==> config.mk <==
export PLATFORM = sky130hd
export DESIGN_NAME = pwm_duty_meter
export DESIGN_NICKNAME = d
export VERILOG_FILES = /design/src/rtl/pwm_duty_meter.sv
export SDC_FILE = /design/constraint.sdc
export NUM_CORES = 1
export LEC_CHECK = 0
export CAP_MARGIN = 0
export CORE_MARGIN = 10
export CORE_UTILIZATION = 57
export DETAILED_ROUTE_END_ITERATION = 6
export GPL_ROUTABILITY_DRIVEN = 0
export PLACE_DENSITY = 0.77
export SKIP_CTS_REPAIR_TIMING = 1
export SLEW_MARGIN = 40
export SYNTH_ARGS = -nofsm -noshare
export SYNTH_HDL_FRONTEND = slang
export SYNTH_SLANG_ARGS = --single-unit
==> constraint.sdc <==
create_clock -name clk -period 3.88 [get_ports clk]
set_clock_uncertainty 0.2 [all_clocks]
set_input_delay 0.388 -clock clk [delete_from_list [all_inputs] [get_ports clk]]
set_output_delay 0.388 -clock clk [all_outputs]
set_load 0.02 [all_outputs]
==> src/rtl/pwm_duty_meter.sv <==
// rtl/pwm_duty_meter.sv - PWM high-time / period / duty-cycle meter
//
// Purpose: measures an asynchronous PWM input in clk cycles. Each completed
// rising-to-rising period reports high time, period and a truncated duty value
// computed by a 7-bit restoring divider. It also detects a stuck-high or
// stuck-low input.
//
// Optional build macro: PWM_DEGLITCH_EN adds a stability filter of DEGLITCH
// cycles after the synchronizer.
//
// Ports:
//   clk         in   system clock
//   rst_n       in   asynchronous active-low reset
//   en          in   measurement enable (0 = idle, counters cleared)
//   pwm_in      in   asynchronous PWM input
//   high_cnt    out  last measured high time (cycles)
//   period_cnt  out  last measured period (cycles)
//   duty        out  floor(high_cnt*DUTY_SCALE/period_cnt)
//   meas_valid  out  one-cycle pulse when results update
//   busy        out  divider running
//   overrun     out  one-cycle pulse: period dropped because divider busy
//   stuck_high  out  input high for TIMEOUT cycles
//   stuck_low   out  input low for TIMEOUT cycles
module pwm_duty_meter #(
  parameter int CNT_W      = 32,
  parameter int TIMEOUT    = 50_000_000,
  parameter int DUTY_SCALE = 100,
  parameter int DEGLITCH   = 4
) (
  input  logic             clk,
  input  logic             rst_n,
  input  logic             en,
  input  logic             pwm_in,
  output logic [CNT_W-1:0] high_cnt,
  output logic [CNT_W-1:0] period_cnt,
  output logic [6:0]       duty,
  output logic             meas_valid,
  output logic             busy,
  output logic             overrun,
  output logic             stuck_high,
  output logic             stuck_low
);

  localparam int NW = CNT_W + 7;

  typedef enum logic [1:0] {
    IDLE      = 2'd0,
    WAIT_RISE = 2'd1,
    HIGH      = 2'd2,
    LOW       = 2'd3
  } state_t;

  state_t r_state, w_state_nxt;

  logic r_sync1, r_sync2, r_prev;
  logic w_level, w_rise, w_fall, w_edge;

  logic [CNT_W-1:0] r_hcnt, r_lcnt, r_h, r_tmo;
  logic [CNT_W-1:0] w_hcnt_inc, w_lcnt_inc, w_p;
  logic [CNT_W:0]   w_p_sum;

  logic             r_busy;
  logic [2:0]       r_it;
  logic [NW-1:0]    r_rem, r_dvs;
  logic [5:0]       r_q;
  logic [CNT_W-1:0] r_h_d, r_p_d;
  logic             w_ge;

  logic [CNT_W-1:0] r_high_cnt, r_period_cnt;
  logic [6:0]       r_duty;
  logic             r_meas_valid, r_overrun, r_stuck_high, r_stuck_low;

  logic w_tmo, w_period_done, w_div_load, w_overrun, w_tmo_fire;

  // Input synchronizer
  always_ff @(posedge clk or negedge rst_n) begin
    if (!rst_n) begin
      r_sync1 <= 1'b0;
      r_sync2 <= 1'b0;
    end else begin
      r_sync1 <= pwm_in;
      r_sync2 <= r_sync1;
    end
  end

`ifdef PWM_DEGLITCH_EN
  localparam int DG_W = (DEGLITCH < 2) ? 1 : $clog2(DEGLITCH);
  logic [DG_W-1:0] r_dg_cnt;
  logic            r_dg_lvl;

  // Accept a new level only after DEGLITCH consecutive differing samples.
  always_ff @(posedge clk or negedge rst_n) begin
    if (!rst_n) begin
      r_dg_cnt <= '0;
      r_dg_lvl <= 1'b0;
    end else if (r_sync2 == r_dg_lvl) begin
      r_dg_cnt <= '0;
    end else if (r_dg_cnt == DG_W'(DEGLITCH - 1)) begin
      r_dg_lvl <= r_sync2;
      r_dg_cnt <= '0;
    end else begin
      r_dg_cnt <= r_dg_cnt + 1'b1;
    end
  end

  assign w_level = r_dg_lvl;
`else
  assign w_level = r_sync2;
`endif

  always_ff @(posedge clk or negedge rst_n) begin
    if (!rst_n) r_prev <= 1'b0;
    else        r_prev <= w_level;
  end

  assign w_rise = w_level & ~r_prev;
  assign w_fall = ~w_level & r_prev;
  assign w_edge = w_rise | w_fall;

  // Saturating increments and period sum
  assign w_hcnt_inc = (&r_hcnt) ? r_hcnt : r_hcnt + 1'b1;
  assign w_lcnt_inc = (&r_lcnt) ? r_lcnt : r_lcnt + 1'b1;
  assign w_p_sum    = {1'b0, r_h} + {1'b0, r_lcnt};
  assign w_p        = w_p_sum[CNT_W] ? {CNT_W{1'b1}} : w_p_sum[CNT_W-1:0];

  // Timeout is suppressed while a stuck flag is already set, so a stuck
  // input produces a single meas_valid. An edge in the same cycle wins.
  assign w_tmo = (r_state != IDLE) && !w_edge && !(r_stuck_high | r_stuck_low) &&
                 (r_tmo == CNT_W'(TIMEOUT - 1));

  // FSM: state register
  always_ff @(posedge clk or negedge rst_n) begin
    if (!rst_n) r_state <= IDLE;
    else        r_state <= w_state_nxt;
  end

  // FSM: next state
  always_comb begin
    w_state_nxt = r_state;
    if (!en) begin
      w_state_nxt = IDLE;
    end else begin
      case (r_state)
        IDLE:      w_state_nxt = WAIT_RISE;
        WAIT_RISE: if (w_rise) w_state_nxt = HIGH;
        HIGH:      if (w_fall) w_state_nxt = LOW;
                   else if (w_tmo) w_state_nxt = WAIT_RISE;
        LOW:       if (w_rise) w_state_nxt = HIGH;
                   else if (w_tmo) w_state_nxt = WAIT_RISE;
        default:   w_state_nxt = IDLE;
      endcase
    end
  end

  // FSM: event outputs
  always_comb begin
    w_period_done = en && (r_state == LOW) && w_rise;
    w_div_load    = w_period_done && !r_busy;
    w_overrun     = w_period_done && r_busy;
    w_tmo_fire    = en && w_tmo;
  end

  // Edge-free cycle counter
  always_ff @(posedge clk or negedge rst_n) begin
    if (!rst_n)
      r_tmo <= '0;
    else if (!en || (r_state == IDLE) || w_edge)
      r_tmo <= '0;
    else if (r_tmo != CNT_W'(TIMEOUT - 1))
      r_tmo <= r_tmo + 1'b1;
  end

  // High / low counters
  always_ff @(posedge clk or negedge rst_n) begin
    if (!rst_n) begin
      r_hcnt <= '0;
      r_lcnt <= '0;
      r_h    <= '0;
    end else if (!en) begin
      r_hcnt <= '0;
      r_lcnt <= '0;
      r_h    <= '0;
    end else begin
      case (r_state)
        WAIT_RISE: if (w_rise) r_hcnt <= CNT_W'(1);
        HIGH: begin
          if (w_fall) begin
            r_h    <= r_hcnt;
            r_lcnt <= CNT_W'(1);
          end else begin
            r_hcnt <= w_hcnt_inc;
          end
        end
        LOW: begin
          if (w_rise) r_hcnt <= CNT_W'(1);
          else        r_lcnt <= w_lcnt_inc;
        end
        default: ;
      endcase
    end
  end

  // Divider stage: the remainder is compared against the divisor scaled by 2^i,
  // i = 6..0. h <= p guarantees the quotient fits in 7 bits.
  assign w_ge = (r_rem >= r_dvs);

  always_ff @(posedge clk or negedge rst_n) begin
    if (!rst_n) begin
      r_busy       <= 1'b0;
      r_it         <= '0;
      r_rem        <= '0;
      r_dvs        <= '0;
      r_q          <= '0;
      r_h_d        <= '0;
      r_p_d        <= '0;
      r_high_cnt   <= '0;
      r_period_cnt <= '0;
      r_duty       <= '0;
      r_meas_valid <= 1'b0;
      r_overrun    <= 1'b0;
      r_stuck_high <= 1'b0;
      r_stuck_low  <= 1'b0;
    end else begin
      r_meas_valid <= 1'b0;
      r_overrun    <= 1'b0;
      if (!en) begin
        r_busy <= 1'b0;
      end else if (w_tmo_fire) begin
        r_busy       <= 1'b0;
        r_high_cnt   <= '0;
        r_period_cnt <= '0;
        r_duty       <= w_level ? 7'(DUTY_SCALE) : 7'd0;
        r_stuck_high <= w_level;
        r_stuck_low  <= ~w_level;
        r_meas_valid <= 1'b1;
      end else begin
        if (w_edge && (r_state != IDLE)) begin
          r_stuck_high <= 1'b0;
          r_stuck_low  <= 1'b0;
        end
        r_overrun <= w_overrun;
        if (w_div_load) begin
          r_busy <= 1'b1;
          r_it   <= '0;
          r_rem  <= NW'(r_h) * NW'(DUTY_SCALE);
          r_dvs  <= NW'(w_p) << 6;
          r_q    <= '0;
          r_h_d  <= r_h;
          r_p_d  <= w_p;
        end else if (r_busy) begin
          if (r_it == 3'd7) begin
            // Eighth busy cycle: results are already presented.
            r_busy <= 1'b0;
          end else begin
            r_rem <= w_ge ? (r_rem - r_dvs) : r_rem;
            r_dvs <= r_dvs >> 1;
            r_q   <= {r_q[4:0], w_ge};
            r_it  <= r_it + 1'b1;
            if (r_it == 3'd6) begin
              r_duty       <= {r_q, w_ge};
              r_high_cnt   <= r_h_d;
              r_period_cnt <= r_p_d;
              r_meas_valid <= 1'b1;
            end
          end
        end
      end
    end
  end

  assign high_cnt   = r_high_cnt;
  assign period_cnt = r_period_cnt;
  assign duty       = r_duty;
  assign meas_valid = r_meas_valid;
  assign busy       = r_busy;
  assign overrun    = r_overrun;
  assign stuck_high = r_stuck_high;
  assign stuck_low  = r_stuck_low;

endmodule

Word level (Yosys, flattened, before mapping) --
Index checks and enable logic that the tools add are counted.
Storage, ports and cells: bits of input ports 4, flip-flop bits (word level) 360, word-level logic and storage cells 159
Cells by class: mux-type cells 67, multipliers 1, reductions and logical operators 34, bitwise operators 7, eq/ne operators 21, add/subtract/negate cells 6, magnitude comparators 1
Operator list (count):
- $mux W32 | 24
- $mux W39 | 7
- $pmux W32 S2 | 2
- $add A32 B1 Y32 const B | 3
- $reduce_and A32 Y1 | 2
- $mux W7 | 6
- $ge A39 B39 Y1 | 1
- $sub A39 B39 Y39 | 1
- $mul A32 B5 Y37 const B | 1
- $add A32 B32 Y33 | 1
- $eq A32 B26 Y1 const B | 1
- $ne A32 B26 Y1 const B | 1
- $mux W6 | 3
- $ne A3 B3 Y1 const B | 6
- $mux W1 | 16
- $reduce_bool A2 Y1 | 7
- $reduce_and A4 Y1 | 3
- $mux W2 | 5
- $reduce_and A5 Y1 | 2
- $logic_and A1 B1 Y1 | 9
- $mux W3 | 3
- $pmux W2 S4 | 1
- $eq A3 B3 Y1 const B | 2
- $ne A2 B1 Y1 const B | 3
- 15 further kinds | 27

Longest topological paths before layout --
Gate-level depths: netlist of the first run.
word-level depth 11, depth in mapped cells 16, mapped depth without buffers 15

Least setup slack after synthesis of the first run --
Ideal clock, no wire load.
path type flip-flop to flip-flop, start register r_h[8], end register r_rem[38], stages on the path, launching flop included 16, setup time 145 ps, setup slack -159 ps, data arrival time 3694 ps, cell sequence dfrtp_1 > ha_1 > ha_1 > inv_1 > fa_1 > inv_1 > ha_1 > a21o_1 > a21o_1 > a41oi_2 > o21ai_1 > a211o_1 > a31o_2 > a211oi_2 > xor2_1 > o211ai_1
Between the ends: cells in the longest elaborated chain, start to end 2
RTL lines:
- start, declared | line 58 | logic [CNT_W-1:0] r_hcnt, r_lcnt, r_h, r_tmo;
- start signal, assigned | line 188 | r_h <= r_hcnt;
- $mul A32 B5 Y37 | line 245 | r_rem <= NW'(r_h) * NW'(DUTY_SCALE);
- $mux W39 | line 242 | if (w_div_load) begin
- end signal, assigned | line 245
- end signal, assigned | line 255 | r_rem <= w_ge ? (r_rem - r_dvs) : r_rem;
- end, declared | line 64 | logic [NW-1:0] r_rem, r_dvs;
No other way between the ends. A chain may end at the register's enable or synchronous reset.

Worst setup path after layout of the first run --
start register r_h[1], end register r_rem[37]
Same word-level chain as after synthesis.

==> results of run 1 <==
## power breakdown
group / internal [W] / total, W / leakage, nW / switching, W
Combinational: 0.00205 / 0.00499 / 7.24 / 0.00294
Sequential: 0.00399 / 0.00416 / 4.95 / 0.000175
Clock: 0.00234 / 0.00389 / 0.668 / 0.00155
Total: 0.00837 / 0.0130 / 12.9 / 0.00467
## cell type report
class                   instances  area, um^2
well taps                     525         657
fillers                      3085       12900
inverters                     190         713
repair buffers                210        1880
flip-flops and latches        359        8990
multi-input cells            1851       13100
clock buffers                  60        1200
clock inverters                10         161
## per-stage QoR
step / total power (W) / instance area [um^2] / utilization / setup WS [ns] / hold WS, ns
2_1_floorplan: 0.00790 / 22800 / - / 0.00263 / -0.108
3_3_place_gp: 0.00894 / 24800 / 0.624 / -0.128 / 0.150
3_5_place_dp: 0.00903 / 24800 / 0.625 / -0.235 / 0.155
4_1_cts: 0.0130 / 26100 / 0.659 / -0.306 / -0.451
5_1_grt: 0.0138 / 26700 / 0.674 / -0.272 / 0.0552
6_report: 0.0130 / 26700 / 0.674 / -0.104 / 0.0685
## sequential cells by signal (all words and copies together) (netlist names), 2 cells and up
name	flops
duty	7
high_cnt	32
period_cnt	32
r_dvs	38
r_h	32
r_h_d	32
r_hcnt	32
r_it	3
r_lcnt	32
r_p_d	32
r_q	6
r_rem	39
r_state	2
r_tmo	32
## cells in the final DEF, fill, tap and decap left out, types with 35 or more instances in the layout
cell type | netlist | layout
and3_1 | 36 | 35
dfrtp_1 | 359 | 354
a21o_1 | 80 | 80
xnor2_1 | 71 | 66
ha_1 | 178 | 153
clkdlybuf4s50_1 | 0 | 78
inv_1 | 189 | 186
nand2_1 | 263 | 263
a21oi_1 | 190 | 182
mux2i_1 | 78 | 78
clkbuf_16 | 0 | 41
buf_4 | 7 | 121
nand3_1 | 55 | 55
nor2_1 | 237 | 231
o21ai_0 | 175 | 168
xor2_1 | 74 | 74
## Yosys cell counts (12+ instances only)
master    number
xnor2_1       71
or3_1         17
o22ai_1       12
o21a_1        15
nor3_1        36
mux2i_1       78
xor2_1        74
clkbuf_1      64
nand2_1      263
fa_1          29
and3_1        36
a221o_1       28
and2_1        12
o211ai_1      14
a211oi_1      18
a31oi_1       19
nand3_1       55
dfrtp_1      359
a21o_1        80
nand4_1       30
o21ai_0      175
nor2b_1       14
inv_1        189
a22o_1        16
and4_1        13
nor2_1       237
o31ai_1       14
a21oi_1      190
buf_2         29
ha_1         178
## worst register-to-register path: stages, from the launching register on
cell	delay, ns
dfrtp_1	0.44
ha_4	0.29
ha_2	0.27
ha_1	0.33
ha_1	0.34
a211oi_1	0.38
o211ai_1	0.21
o211a_1	0.18
o2111ai_2	0.23
a31oi_2	0.15
a221o_1	0.35
a21oi_2	0.15
xnor2_1	0.09
o221a_2	0.25
## metal layers
metal | vias to the layer above | GRT usage | share of wire
met5 | - | 0 | 0
met4 | 0 | 0.0927 | 0.037
met3 | 156 | 0.0459 | 0.072
met2 | 812 | 0.427 | 0.47
met1 | 9555 | 0.345 | 0.42
li1 | 9077 | - | -
## how the worst min path moves through the flow
| stage | cells after the start | slack, ns | to | from |
|---|---|---|---|---|
| after floorplan | 0 | -0.11 | busy | rst_n |
| after global routing | 1 | 0.06 | r_sync1 | pwm_in |
| after global placement | 0 | 0.15 | r_sync2 | r_sync1 |
| after detailed placement | 1 | 0.15 | period_cnt[9] | rst_n |
| after CTS | 1 | -0.45 | r_rem[7] | rst_n |
| final | 1 | 0.07 | r_sync1 | pwm_in |
## cell families (layout without fill, tap and decap cells)
| family | after synthesis | in the layout | share of synthesized area |
|---|---|---|---|
| buf+inv | 302 | 470 | 0.0536 |
| mux | 79 | 79 | 0.0348 |
| fa+ha+maj | 207 | 207 | 0.123 |
| xor+xnor | 145 | 145 | 0.0558 |
| compound gates | 660 | 660 | 0.184 |
| flops | 359 | 359 | 0.395 |
| simple gates | 760 | 760 | 0.153 |
==> flow_summary_export.csv, run 1 <==
group,metric,value,unit
timing,setup_tns,-0.502,ns
clock_tree,cts_tree,"yes",
yosys,syn_area_per_cell,9.06,um^2
power_and_ir_drop,cellPowerDensity,488,nW/um^2
clock_tree,cts.sink_count,359,
detailed_routing,routed_wirelength,64.5,mm
worst_setup_path,worstReg2RegStart,"r_h[1]",
worst_setup_path,path_common_cell,"ha_1",
detailed_routing,drc,0,
power_and_ir_drop,worst_ir_drop_vdd,0.549,mV
placed_design,hpwl,47.9,mm
timing,layout_setup_ws,-0.104,ns
worst_setup_path,crit_buf_inv,0,
hold_path,hold_path.class,"input port to flip-flop",
floorplan,ios,80,
global_route,grt_overflow,0,
layout,area_growth,17.3,%
worst_setup_path,critPathSlowestCell,"dfrtp_1",
worst_setup_path,worstPathMaxFanout,3,
placed_design,dpl.cell_count,3120,
timing,finalCritPeriodShare,1.03,
run_status,violations,"setup timing",
run,maxCapViolCount,0,
layout,finalNonFillerCells,3205,
yosys,ys_seq_elements,359,
worst_setup_path,cp.required,4.14,ns
clock_tree,cts_root_buf,"clkbuf_16",
worst_setup_path,end_kind,"flip-flop",
yosys,yosysSeqAreaShare,0.395,
clock_tree,cts_buffers,40,
power_and_ir_drop,power_leakage,12.9,nW
timing,slew_violations,0,
worst_setup_path,ff2ff_setup_slack,-0.10,ns
yosys,synthArstFlopShare,1.00,
clock_tree,cts_buffer_depth,3,
timing,finalSetupViolCount,8,
detailed_routing,viasPerCell,6.12,
yosys,yosys_warnings,0,
timing,rsz0062_at_grt,"true",
worst_setup_path,cp-endpoint,"r_rem[37]",
worst_setup_path,crit_arrival,4.24,ns
yosys,synth_edf_count,0,
yosys,synth_top_area_frac,0.395,
run_status,status,"complete, but fails checks",
yosys,yosys-top-cells-area,"dfrtp_1, ha_1, nand2_1",
detailed_routing,vias,19600,
detailed_routing,ant_nets,0,
worst_setup_path,crit_family,"compound AO/OA/AOI/OAI gates",
yosys,yosys.cell_types.count,85,
worst_setup_path,worstSetupStartpoint,"r_h[1]",
timing,min_period,3.98,ns
layout,drive_gt1_frac,0.113,
floorplan,rows,73,
timing,maxSlewHeadroom,0.450,
yosys,syn-num-nets,2723,
clock_tree,clk_latency,0.57,ns
worst_setup_path,cpPeakStageDelay,0.44,ns
global_route,grt_use_total,0.262,
layout,nets,2863,
floorplan,fp.dieH,220,um
timing,worst_pin_slew,0.823,ns
worst_setup_path,cp.depth,13,
layout,antenna_cells,0,
yosys,synth_ff_type,"dfrtp_1",
yosys,yosys.area.top_type,"dfrtp_1",
yosys,synthesis.area,22800,um^2
worst_setup_path,path_cells,"ha_4 > ha_2 > ha_1 > ha_1 > a211oi_1 > o211ai_1 > o211a_1 > o2111ai_2 > a31oi_2 > a221o_1 > a21oi_2 > xnor2_1 > o221a_2",
floorplan,dieArea,48300,um^2
floorplan,core-area,39600,um^2
worst_setup_path,cp-start-kind,"flip-flop",
worst_setup_path,critPathKind,"flip-flop to flip-flop",
detailed_routing,drt_pass1_iterations,6,
global_route,grt_max_degree,65,
detailed_routing,wl_per_cell,20.1,um
global_route,grt_pass1_vias,19107,
yosys,synthCells,2512,
worst_setup_path,r2r_cells,13,
worst_setup_path,reg2reg_to,"r_rem[37]",
global_route,antenna_found_initial,0,
placed_design,io_buffers,79,
floorplan,start_util,0.574,
clock_tree,htree_levels,2,
timing,fmax,251,MHz
detailed_routing,dr.first_iter.drc_count,1904,
global_route,grt_pass1_wl,102,mm
floorplan,fp.dieW,220,um
clock_tree,clkTransAtPathRegs,0.06,ns
timing,hold_viol,0,
Note: power is estimated with default switching activity, not from simulation.
==> inputs of run 2 (changes only) <==
--- a/config.mk
+++ b/config.mk
@@ -7,10 +7,10 @@
 export LEC_CHECK = 0
 export CAP_MARGIN = 0
 export CORE_MARGIN = 10
-export CORE_UTILIZATION = 57
+export CORE_UTILIZATION = 55
 export DETAILED_ROUTE_END_ITERATION = 6
 export GPL_ROUTABILITY_DRIVEN = 0
-export PLACE_DENSITY = 0.77
+export PLACE_DENSITY = 0.86
 export SKIP_CTS_REPAIR_TIMING = 1
 export SLEW_MARGIN = 40
 export SYNTH_ARGS = -nofsm -noshare
==> run 2 against run 1 <==
  * The flow finishes with violations (DRC, setup timing)
  * First-iteration DRC count grew 43%
  * Clock power grew 4%
  * Count of clock-buffer cells in the layout down 5
  * Cell count grew 0.19%
  * Critical path type unchanged
  * Largest power group unchanged
  * Flip-flop and latch count unchanged
==> flow_summary_export.csv, run 2 (synthesis results as in run 1) <==
group,metric,value,unit
worst_setup_path,crit_buf_inv,2,
clock_tree,cts.sink_count,359,
placed_design,io_buffers,79,
timing,finalCritPeriodShare,1.05,
timing,maxSlewHeadroom,0.462,
placed_design,placed_cell_area,24800,um^2
clock_tree,htree_levels,2,
worst_setup_path,critPathSlowestCell,"fa_1",
detailed_routing,drc,1,
layout,largest_register,"r_rem",
floorplan,ios,80,
power_and_ir_drop,p_switching,0.00482,W
clock_tree,clk_latency,0.58,ns
global_route,grt_max_degree,99,
global_route,grt_pass1_wl,106,mm
placed_design,dpl.cell_count,3130,
timing,setup_tns,-1.29,ns
clock_tree,clkTransAtPathRegs,0.06,ns
clock_tree,cts_buffer_depth,3,
worst_setup_path,cp.required,4.14,ns
layout,area_growth,17.4,%
clock_tree,cts_buffers,40,
detailed_routing,vias,20617,
timing,hold_ws,0.0595,ns
timing,slew_violations,0,
clock_tree,cts_tree,"yes",
timing,worst_pin_slew,0.804,ns
global_route,grt_overflow,0,
layout,largest_reg_flops,39,
worst_setup_path,path_cells,"ha_1 > ha_1 > inv_2 > fa_1 > inv_2 > ha_4 > a211oi_2 > o211ai_1 > o211a_1 > o2111ai_2 > a31oi_2 > a221o_1 > a21oi_2 > xnor2_1 > o221a_2",
power_and_ir_drop,pwr-share-seq,0.313,
floorplan,rows,74,
worst_setup_path,cp-start-kind,"flip-flop",
worst_setup_path,crit_family,"compound AO/OA/AOI/OAI gates",
worst_setup_path,worstPathMaxFanout,3,
floorplan,fp.dieH,223,um
layout,post-route-util,0.654,
run_status,status,"complete, but fails checks",
floorplan,start_util,0.557,
power_and_ir_drop,power_leakage,12.9,nW
clock_tree,cts_root_buf,"clkbuf_16",
power_and_ir_drop,p_comb_frac,0.384,
run,maxCapViolCount,0,
run_status,violations,"DRC, setup timing",
detailed_routing,drt_pass1_iterations,7,
hold_path,hold_path.class,"input port to flip-flop",
layout,fin_area,26700,um^2
timing,rsz0062_at_grt,"true",
global_route,antenna_found_initial,1,
detailed_routing,dr.first_iter.drc_count,2725,
layout,nets,2859,
timing,finalSetupViolCount,15,
layout,mostFrequentLayoutCells,"dfrtp_1, nand2_1, nor2_1, a21oi_1, inv_1",
layout,top_regs,"r_rem: 39 flops, r_dvs: 38 flops",
layout,finalNonFillerCells,3211,
placed_design,hpwl,48.8,mm
floorplan,fp.dieW,223,um
detailed_routing,routed_wirelength,68.3,mm
layout,antenna_cells,0,
global_route,grt_use_total,0.258,
worst_setup_path,cpPeakStageDelay,0.55,ns
worst_setup_path,end_kind,"flip-flop",
timing,layout_setup_ws,-0.212,ns
floorplan,dieArea,49900,um^2
worst_setup_path,critPathKind,"flip-flop to flip-flop",
timing,hold_viol,0,
detailed_routing,ant_nets,0,
power_and_ir_drop,worst_ir_drop_vdd,0.385,mV
detailed_routing,viasPerCell,6.42,
power_and_ir_drop,clkPwrFrac,0.303,
global_route,grt_pass1_vias,20079,
layout,layout_commonest_cell,"dfrtp_1",
timing,min_period,4.09,ns
worst_setup_path,cp.depth,15,
floorplan,core-area,40800,um^2
timing,fmax,244,MHz
worst_setup_path,r2r_cells,15,
detailed_routing,wl_per_cell,21.3,um
hold_path,whs_path_depth,1,
power_and_ir_drop,swShare,0.361,
power_and_ir_drop,intPower,0.00852,W
power_and_ir_drop,cellPowerDensity,499,nW/um^2
worst_setup_path,crit_arrival,4.36,ns
layout,drive_gt1_frac,0.116,
run 2: final timing paths:
check / startpoint / end / slack, ns
max in group asynchronous: rst_n / r_dvs[20] / 2.22
min in group asynchronous: rst_n / high_cnt[22] / 0.11
worst max-delay path: r_h[6] / r_rem[37] / -0.21
worst min register to register: r_sync1 / r_sync2 / 0.15
worst min-delay path: pwm_in / r_sync1 / 0.06
worst max register to register: r_h[6] / r_rem[37] / -0.21
run 2: cell type report:
cell class / instances / area [um^2]
clock buffer: 55 / 1170
clock inverter: 18 / 236
fill: 2958 / 14100
inverter: 190 / 713
multi-input combinational: 1851 / 13100
sequential: 359 / 8980
tap: 532 / 666
timing repair buffer: 206 / 1850
run 2: worst reg2reg max path, cell delays in order, from the launching register on:
cell and delay (ns):
dfrtp_1 0.41, ha_1 0.32, ha_1 0.30, inv_2 0.05, fa_1 0.55, inv_2 0.06
ha_4 0.26, a211oi_2 0.22, o211ai_1 0.18, o211a_1 0.18, o2111ai_2 0.25, a31oi_2 0.17
a221o_1 0.36, a21oi_2 0.15, xnor2_1 0.07, o221a_2 0.24
run 2: metal layers:
layer / vias to the layer above / share of wire / track usage / wire length (um)
li1: 9076 / - / - / -
met1: 9926 / 0.38 / 0.326 / 26100
met2: 1271 / 0.46 / 0.417 / 31500
met3: 342 / 0.095 / 0.0452 / 6480
met4: 2 / 0.063 / 0.135 / 4330
met5: - / 0.00020 / 0 / 14
run 2: power by group through the flow:
stage	registers, W	logic, W	clock network (W)
after floorplan	0.00416	0.00374	0
after global placement	0.00421	0.00470	0
after detailed placement	0.00422	0.00486	0
after CTS	0.00416	0.00494	0.00408
after global routing	0.00418	0.00559	0.00422
final	0.00417	0.00512	0.00404
run 2: metrics by stage:
stage,total power [W],setup WS (ns)
2_1_floorplan,0.00790,0.00263
3_3_place_gp,0.00891,-0.115
3_5_place_dp,0.00908,-0.231
4_1_cts,0.0132,-0.289
5_1_grt,0.0140,-0.329
6_report,0.0133,-0.212
